`src/rtl/score_string_builder_pkg.sv`:
```
// Shared display constants and the converter FSM state type.
package score_string_builder_pkg;

  // Default glyph indices into the character strip
  localparam int DISP_DIGIT_BASE  = 0;
  localparam int DISP_BLANK_CODE  = 10;
  localparam int DISP_GLYPH_WIDTH = 15;
  localparam int DISP_NUM_DIGITS  = 10;
  localparam int DISP_BCD_WIDTH   = 4 * DISP_NUM_DIGITS;

  typedef enum logic [1:0] {
    IDLE    = 2'd0,
    CONVERT = 2'd1,
    WAIT_VB = 2'd2
  } ssb_state_t;

endpackage

```
`src/rtl/score_string_builder_dd_nibble_adjust.sv`:
```
// Double-dabble correction for one BCD nibble: add 3 when the digit is 5 or more.
module dd_nibble_adjust (
  input  logic [3:0] nibble_in,
  output logic [3:0] nibble_out
);

  assign nibble_out = (nibble_in >= 4'd5) ? nibble_in + 4'd3 : nibble_in;

endmodule

```
`src/rtl/score_string_builder.sv`:
```
// Binary-to-decimal score renderer: serial double-dabble conversion, then a
// vblank-synchronised commit of ten character codes.
module score_string_builder
  import score_string_builder_pkg::*;
#(
  parameter int CNT_WIDTH  = 10,
  parameter int VAL_WIDTH  = 32,
  parameter int DIGIT_BASE = DISP_DIGIT_BASE,
  parameter int BLANK_CODE = DISP_BLANK_CODE
) (
  input  logic                 clk,
  input  logic                 rst,
  input  logic                 req,
  input  logic [VAL_WIDTH-1:0] value,
  input  logic                 lz_blank,
  input  logic                 vblank,
  output logic                 busy,
  output logic                 done,
  output logic [CNT_WIDTH-1:0] char_1,
  output logic [CNT_WIDTH-1:0] char_2,
  output logic [CNT_WIDTH-1:0] char_3,
  output logic [CNT_WIDTH-1:0] char_4,
  output logic [CNT_WIDTH-1:0] char_5,
  output logic [CNT_WIDTH-1:0] char_6,
  output logic [CNT_WIDTH-1:0] char_7,
  output logic [CNT_WIDTH-1:0] char_8,
  output logic [CNT_WIDTH-1:0] char_9,
  output logic [CNT_WIDTH-1:0] char_10
);

  localparam int CW = $clog2(VAL_WIDTH + 1);
  localparam logic [CW-1:0] LAST_ITER = CW'(VAL_WIDTH - 1);

  ssb_state_t                state_q;
  logic [VAL_WIDTH-1:0]      val_sr_q;
  logic [DISP_BCD_WIDTH-1:0] bcd_q;
  logic [DISP_BCD_WIDTH-1:0] adj;
  logic [DISP_BCD_WIDTH-1:0] bcd_next;
  logic [CW-1:0]             cnt_q;
  logic                      lz_q;
  logic                      pending_q;
  logic                      restart_q;
  logic [CNT_WIDTH-1:0]      chars_q  [DISP_NUM_DIGITS];
  logic [CNT_WIDTH-1:0]      rendered [DISP_NUM_DIGITS];
  logic                      seen_nz;
  logic [3:0]                digit;

  for (genvar g = 0; g < DISP_NUM_DIGITS; g++) begin : g_adj
    dd_nibble_adjust u_adj (
      .nibble_in  (bcd_q[4*g +: 4]),
      .nibble_out (adj[4*g +: 4])
    );
  end

  // Top nibble's carry-out is discarded by the shift; it cannot be nonzero for <=10-digit values.
  assign bcd_next = (adj << 1) | DISP_BCD_WIDTH'(val_sr_q[VAL_WIDTH-1]);

  // Map BCD digits to glyph codes, blanking zeros left of the first nonzero digit.
  always_comb begin
    seen_nz = 1'b0;
    digit   = '0;
    for (int unsigned i = 0; i < DISP_NUM_DIGITS; i++) begin
      digit = bcd_q[4*(DISP_NUM_DIGITS-1-i) +: 4];
      if (digit != 4'd0 || i == DISP_NUM_DIGITS - 1) seen_nz = 1'b1;
      rendered[i] = (lz_q && !seen_nz) ? CNT_WIDTH'(BLANK_CODE)
                                       : CNT_WIDTH'(DIGIT_BASE) + CNT_WIDTH'(digit);
    end
  end

  // Control FSM: accept, convert one bit per cycle, commit on vblank.
  always_ff @(posedge clk) begin
    if (rst) begin
      state_q   <= IDLE;
      busy      <= 1'b0;
      done      <= 1'b0;
      pending_q <= 1'b0;
      restart_q <= 1'b0;
      lz_q      <= 1'b0;
      cnt_q     <= '0;
      val_sr_q  <= '0;
      bcd_q     <= '0;
      for (int unsigned i = 0; i < DISP_NUM_DIGITS; i++) chars_q[i] <= CNT_WIDTH'(BLANK_CODE);
    end else begin
      done <= 1'b0;
      case (state_q)
        IDLE: begin
          if (req || restart_q) begin
            val_sr_q  <= value;
            lz_q      <= lz_blank;
            bcd_q     <= '0;
            cnt_q     <= '0;
            busy      <= 1'b1;
            restart_q <= 1'b0;
            state_q   <= CONVERT;
          end
        end
        CONVERT: begin
          if (req) pending_q <= 1'b1;
          bcd_q    <= bcd_next;
          val_sr_q <= val_sr_q << 1;
          cnt_q    <= cnt_q + 1'b1;
          if (cnt_q == LAST_ITER) state_q <= WAIT_VB;
        end
        WAIT_VB: begin
          if (vblank) begin
            for (int unsigned i = 0; i < DISP_NUM_DIGITS; i++) chars_q[i] <= rendered[i];
            done      <= 1'b1;
            busy      <= 1'b0;
            // A queued or coincident request restarts from IDLE on the next edge.
            restart_q <= pending_q | req;
            pending_q <= 1'b0;
            state_q   <= IDLE;
          end else if (req) begin
            pending_q <= 1'b1;
          end
        end
        default: state_q <= IDLE;
      endcase
    end
  end

  assign char_1  = chars_q[0];
  assign char_2  = chars_q[1];
  assign char_3  = chars_q[2];
  assign char_4  = chars_q[3];
  assign char_5  = chars_q[4];
  assign char_6  = chars_q[5];
  assign char_7  = chars_q[6];
  assign char_8  = chars_q[7];
  assign char_9  = chars_q[8];
  assign char_10 = chars_q[9];

endmodule

```
`config.mk`:
```
export PLATFORM = sky130hd
export DESIGN_NAME = score_string_builder
export DESIGN_NICKNAME = d
export VERILOG_FILES = /design/src/rtl/score_string_builder_pkg.sv /design/src/rtl/score_string_builder_dd_nibble_adjust.sv /design/src/rtl/score_string_builder.sv
export SDC_FILE = /design/constraint.sdc
export NUM_CORES = 1
export LEC_CHECK = 0
export ABC_AREA = 1
export CAP_MARGIN = 40
export CORE_AREA = 2 2 142 110
export DETAILED_ROUTE_END_ITERATION = 12
export DIE_AREA = 0 0 144 112
export GPL_TIMING_DRIVEN = 0
export PLACE_DENSITY = 0.85
export SLEW_MARGIN = 5
export SYNTH_ARGS = -nofsm -noshare
export SYNTH_HDL_FRONTEND = slang
export SYNTH_HIERARCHICAL = 1
export SYNTH_SLANG_ARGS = --single-unit
```
`constraint.sdc`:
```
create_clock -name clk -period 2.02 [get_ports clk]
set_input_delay 0.404 -clock clk [delete_from_list [all_inputs] [get_ports clk]]
set_output_delay 0.404 -clock clk [all_outputs]
set_load 0.1 [all_outputs]
```
After elaboration in Yosys (flattened, before gate mapping)
Memory sizes are Yosys's and may differ from the RTL's. Index checks and enable logic that the tools add are counted. Widths: inputs -> output; s select.

Magnitude comparators: 10. Equal/unequal tests: 6. Bitwise logic cells: 12. Add/subtract/negate cells: 11. Reduce and logical (&&, ||, !) cells: 36. Mux-type cells: 63.

Operators with widths (number): $mux 4 (28); $pmux 40 s2 (1); $pmux 32 s2 (1); $ge 4x3->1 const B (10); $mux 40 (1); $or 40x1->40 (1); $add 4x2->4 const B (9); $reduce_bool 4->1 (9); $mux 32 (1); $mux 1 (21); $pmux 6 s2 (1); $or 1x1->1 (11); $logic_and 1x1->1 (9); $logic_not 1->1 (9); $add 6x1->6 const B (1); $eq 6x5->1 const B (1); $mux 2 (3); $mux 6 (1); $ne 2x2->1 const B (3); $pmux 1 s2 (3); $pmux 2 s3 (1); $reduce_and 3->1 (2); $reduce_bool 2->1 (3); $reduce_and 2->1 (2); other kinds (6) (6).

RAM bits: 40. Memories kept: 1. Register bits after elaboration: 85.

Memories: chars_q (depth 10, bits a word 4, read ports 10, clocked after memory_dff 0, wr ports 10, RTL line score_string_builder.sv:43) `logic [CNT_WIDTH-1:0] chars_q [DISP_NUM_DIGITS];`.

Depth between registers and ports, before layout
Depth in word-level cells: 14. Mapped depth: 12. Gate-level depth less buffers: 10.

By module
Netlist, hierarchy kept.

Modules (own cells, without submodules): score_string_builder (instances 1, area each 5455.2 µm², seq. area each 2902.8 µm², cells each 648); dd_nibble_adjust (instances 10, area each 135.1 µm², seq. area each 0.0 µm², cells each 23).

Worst setup path before layout
Ideal clock, no wire load.

Kind: in2reg. From: input rst. To: memory chars_q[0][0] in the netlist's numbering, enable pin. Arrival time: 1.716 ns. Cell stages on the path: 4. Setup slack: -0.093 ns. Setup time: 0.398 ns. Required time: 1.622 ns. Cell sequence: buf_2 > inv_1 > clkbuf_2 > nand2_1.

RTL lines: from (decl) (RTL line score_string_builder.sv:12) `input logic rst,`; to (decl) (RTL line score_string_builder.sv:43).

==> results by group <==
Run status
  – Status: finished clean

STA
  – Final Hold Fails: 0
  – Final setup violating endpoints: 0
  – Post-layout min period: 1.92 ns
  – Fmax: 520 MHz
  – Fin Hold WS: 0.472 ns
  – Slew Viols, Final: 0
  – Worst-margin pin slew: 0.501 ns
  – RSZ-0062 raised after global routing: no
  – Clock skew: 0.0146 ns
  – Slew Limit Headroom: 66.2%
  – Tcrit/Tclk final: 95.2%
  – Post-route setup TNS: 0 ns

Setup path
  – Req. time, crit path: 2.16 ns
  – CP max stage delay: 0.32 ns
  – Element type at the critical path end: flop
  – Reg2Reg Setup Slack: 0.1 ns
  – Critical path class: reg -> reg
  – Slowest-stage cell, CP: dfxtp_1
  – CP max FO: 8
  – CP arrival: 2.07 ns
  – Reg2reg start: state_q[0]$_SDFFE_PP0P_
  – FF-to-FF path depth: 8
  – Critical Path Source: state_q[0]$_SDFFE_PP0P_
  – Cell Chain, Critical Path: inv_1, ha_1, nand2_2, nor2_4, inv_2, a21oi_2, a21oi_1, or2_1
  – Crit path launch type: flop
  – Reg-to-reg endpoint: chars_q[2][1]$_SDFFCE_PP1P_

Place
  – IO Port Bufs: 78
  – Placed Instances: 1258
  – Hpwl dp: 11900 µm
  – GPL Wtd Cong: 0.856

Global route
  – Initial antenna violation count: 0
  – First-pass GRT wire length: 26800 µm
  – Total global routing overflow: 0
  – Pin count of the biggest net entering global routing: 23
  – Tot GR Track Use: 20.6%
  – Vias in the first global route: 5812

Detailed routing
  – Overall routed net length: 16300 µm
  – Routed vias: 6132
  – Drt first pass iters: 5
  – WL/cell: 12.6 µm
  – Initial DRC count: 369
  – Detail Route Antenna Nets: 0
  – Vias/cell: 4.75
  – Drt drc: 0

Clock tree
  – Clk slew on worst S/H paths: 0.05 ns
  – Sink Count: 125
  – CTS tree: done
  – H-tree Lvls: 4
  – Root Buffer: clkbuf_16
  – Clock Latency Late Sink: 0.41 ns
  – Maximum clock insertion buffer count: 2
  – CTS Buf Count: 17

Layout
  – Utilization after layout: 63.4%
  – Nets: 1134
  – Share of layout cells above drive strength 1: 21.1%
  – Antenna cells: 0
  – Multi-input gate area: 3190 µm²
  – Commonest non-fill, non-tap cell in the layout: nand2_1
  – Most frequent cells in the layout: 242 x nand2_1, 85 x dfxtp_1, 78 x clkdlybuf4s50_1
  – Area growth syn-to-layout: 38.3%
  – Fillers: 1170
  – Fin cells: 1290
  – Register area: 2900 µm²

Die
  – Initial core utilization: 45.9%
  – Top-level port count: 139
  – Num rows: 39
  – Die width: 144 µm
  – Core Footprint: 14800 µm²
  – Die Y: 112 µm
  – Die area: 16100 µm²

Hold path
  – Min-delay src: busy$_SDFFE_PP0P_
  – Worst min path class: reg -> reg
  – Hold endpoint: busy$_SDFFE_PP0P_
  – Hold path depth: 2

Logic synthesis
  – Syn avg cell area: 7.77 µm²
  – Yosys Warn Count: 6
  – Syn Inst Count: 873
  – Post-synthesis cell area: 6780 µm²

Pwr
  – Lkg Pwr: 0.00377 µW
  – Final Power: 9630 µW
  – PD cells: 1030 nW/µm²
  – Worst vdd ir: 0.000482 V

Job
  – Maxcap violations: 0
flip-flops by register name, indices dropped and copies added (netlist names), 2 cells and up:
register and cells:
bcd_q 40, chars_q 40, cnt_q 6, state_q 2
val_sr_q 32
metal layers:
metal | wire length, µm | track usage [%]
met4 | 231 | 6.86
met5 | 0 | 0
met3 | 764 | 3.61
met1 | 7160 | 26.7
met2 | 8160 | 34.8
layout make-up:
class                      count  area share, %
buffer                        90           6.35
multi-input combinational    625           34.0
inverter                      92           3.68
sequential                   125           31.0
clock buffer                  26           5.76
clock inverter                 5          0.560
tap                          205           2.74
timing repair buffer         122           16.0
worst max path at each step:
stage                                             end  slack [ns]  cells after the start
final                     chars_q[2][1]$_SDFFCE_PP1P_         0.1                      8
after global routing      chars_q[7][3]$_SDFFCE_PP1P_       0.005                      6
after CTS                 chars_q[7][2]$_SDFFCE_PP0P_       0.002                      9
after detailed placement  chars_q[9][3]$_SDFFCE_PN1P_       -0.66                      6
after global placement    chars_q[9][0]$_SDFFCE_PN0P_       -0.76                      5
after floorplan           chars_q[0][0]$_SDFFCE_PP0P_        0.28                      4
power by group:
part | leakage [µW] | switching, µW | internal (µW) | total [µW]
clock network | 0.000293 | 1050 | 1950 | 3000
logic | 0.00243 | 2360 | 1020 | 3370
registers | 0.00104 | 216 | 3040 | 3260
total | 0.00377 | 3620 | 6010 | 9630
stage by stage:
step                      area [µm²]  setup slack, ns
after floorplan                 7000            0.280
after global placement          8040           -0.758
after detailed placement        8750           -0.662
after CTS                       9370          0.00249
after global routing            9380          0.00541
final                           9380           0.0964
critical path: cells and delay by family, from the launching register on:
kind                       cells  cell delay (ns)
and+or+nand+nor                3             0.61
adders and majority gates      1             0.20
AOI/OAI and AO/OA              2             0.27
buffers and inverters          2             0.26
DFF                            1             0.32
what timing repair did:
action,CTS,global route
gates resized for setup,3,3
setup endpoints to repair,40,24
pin swaps,1,2
gates cloned,0,0
hold buffers,0,0
setup buffers,1,0
Note: power is estimated with default switching activity, not from simulation.
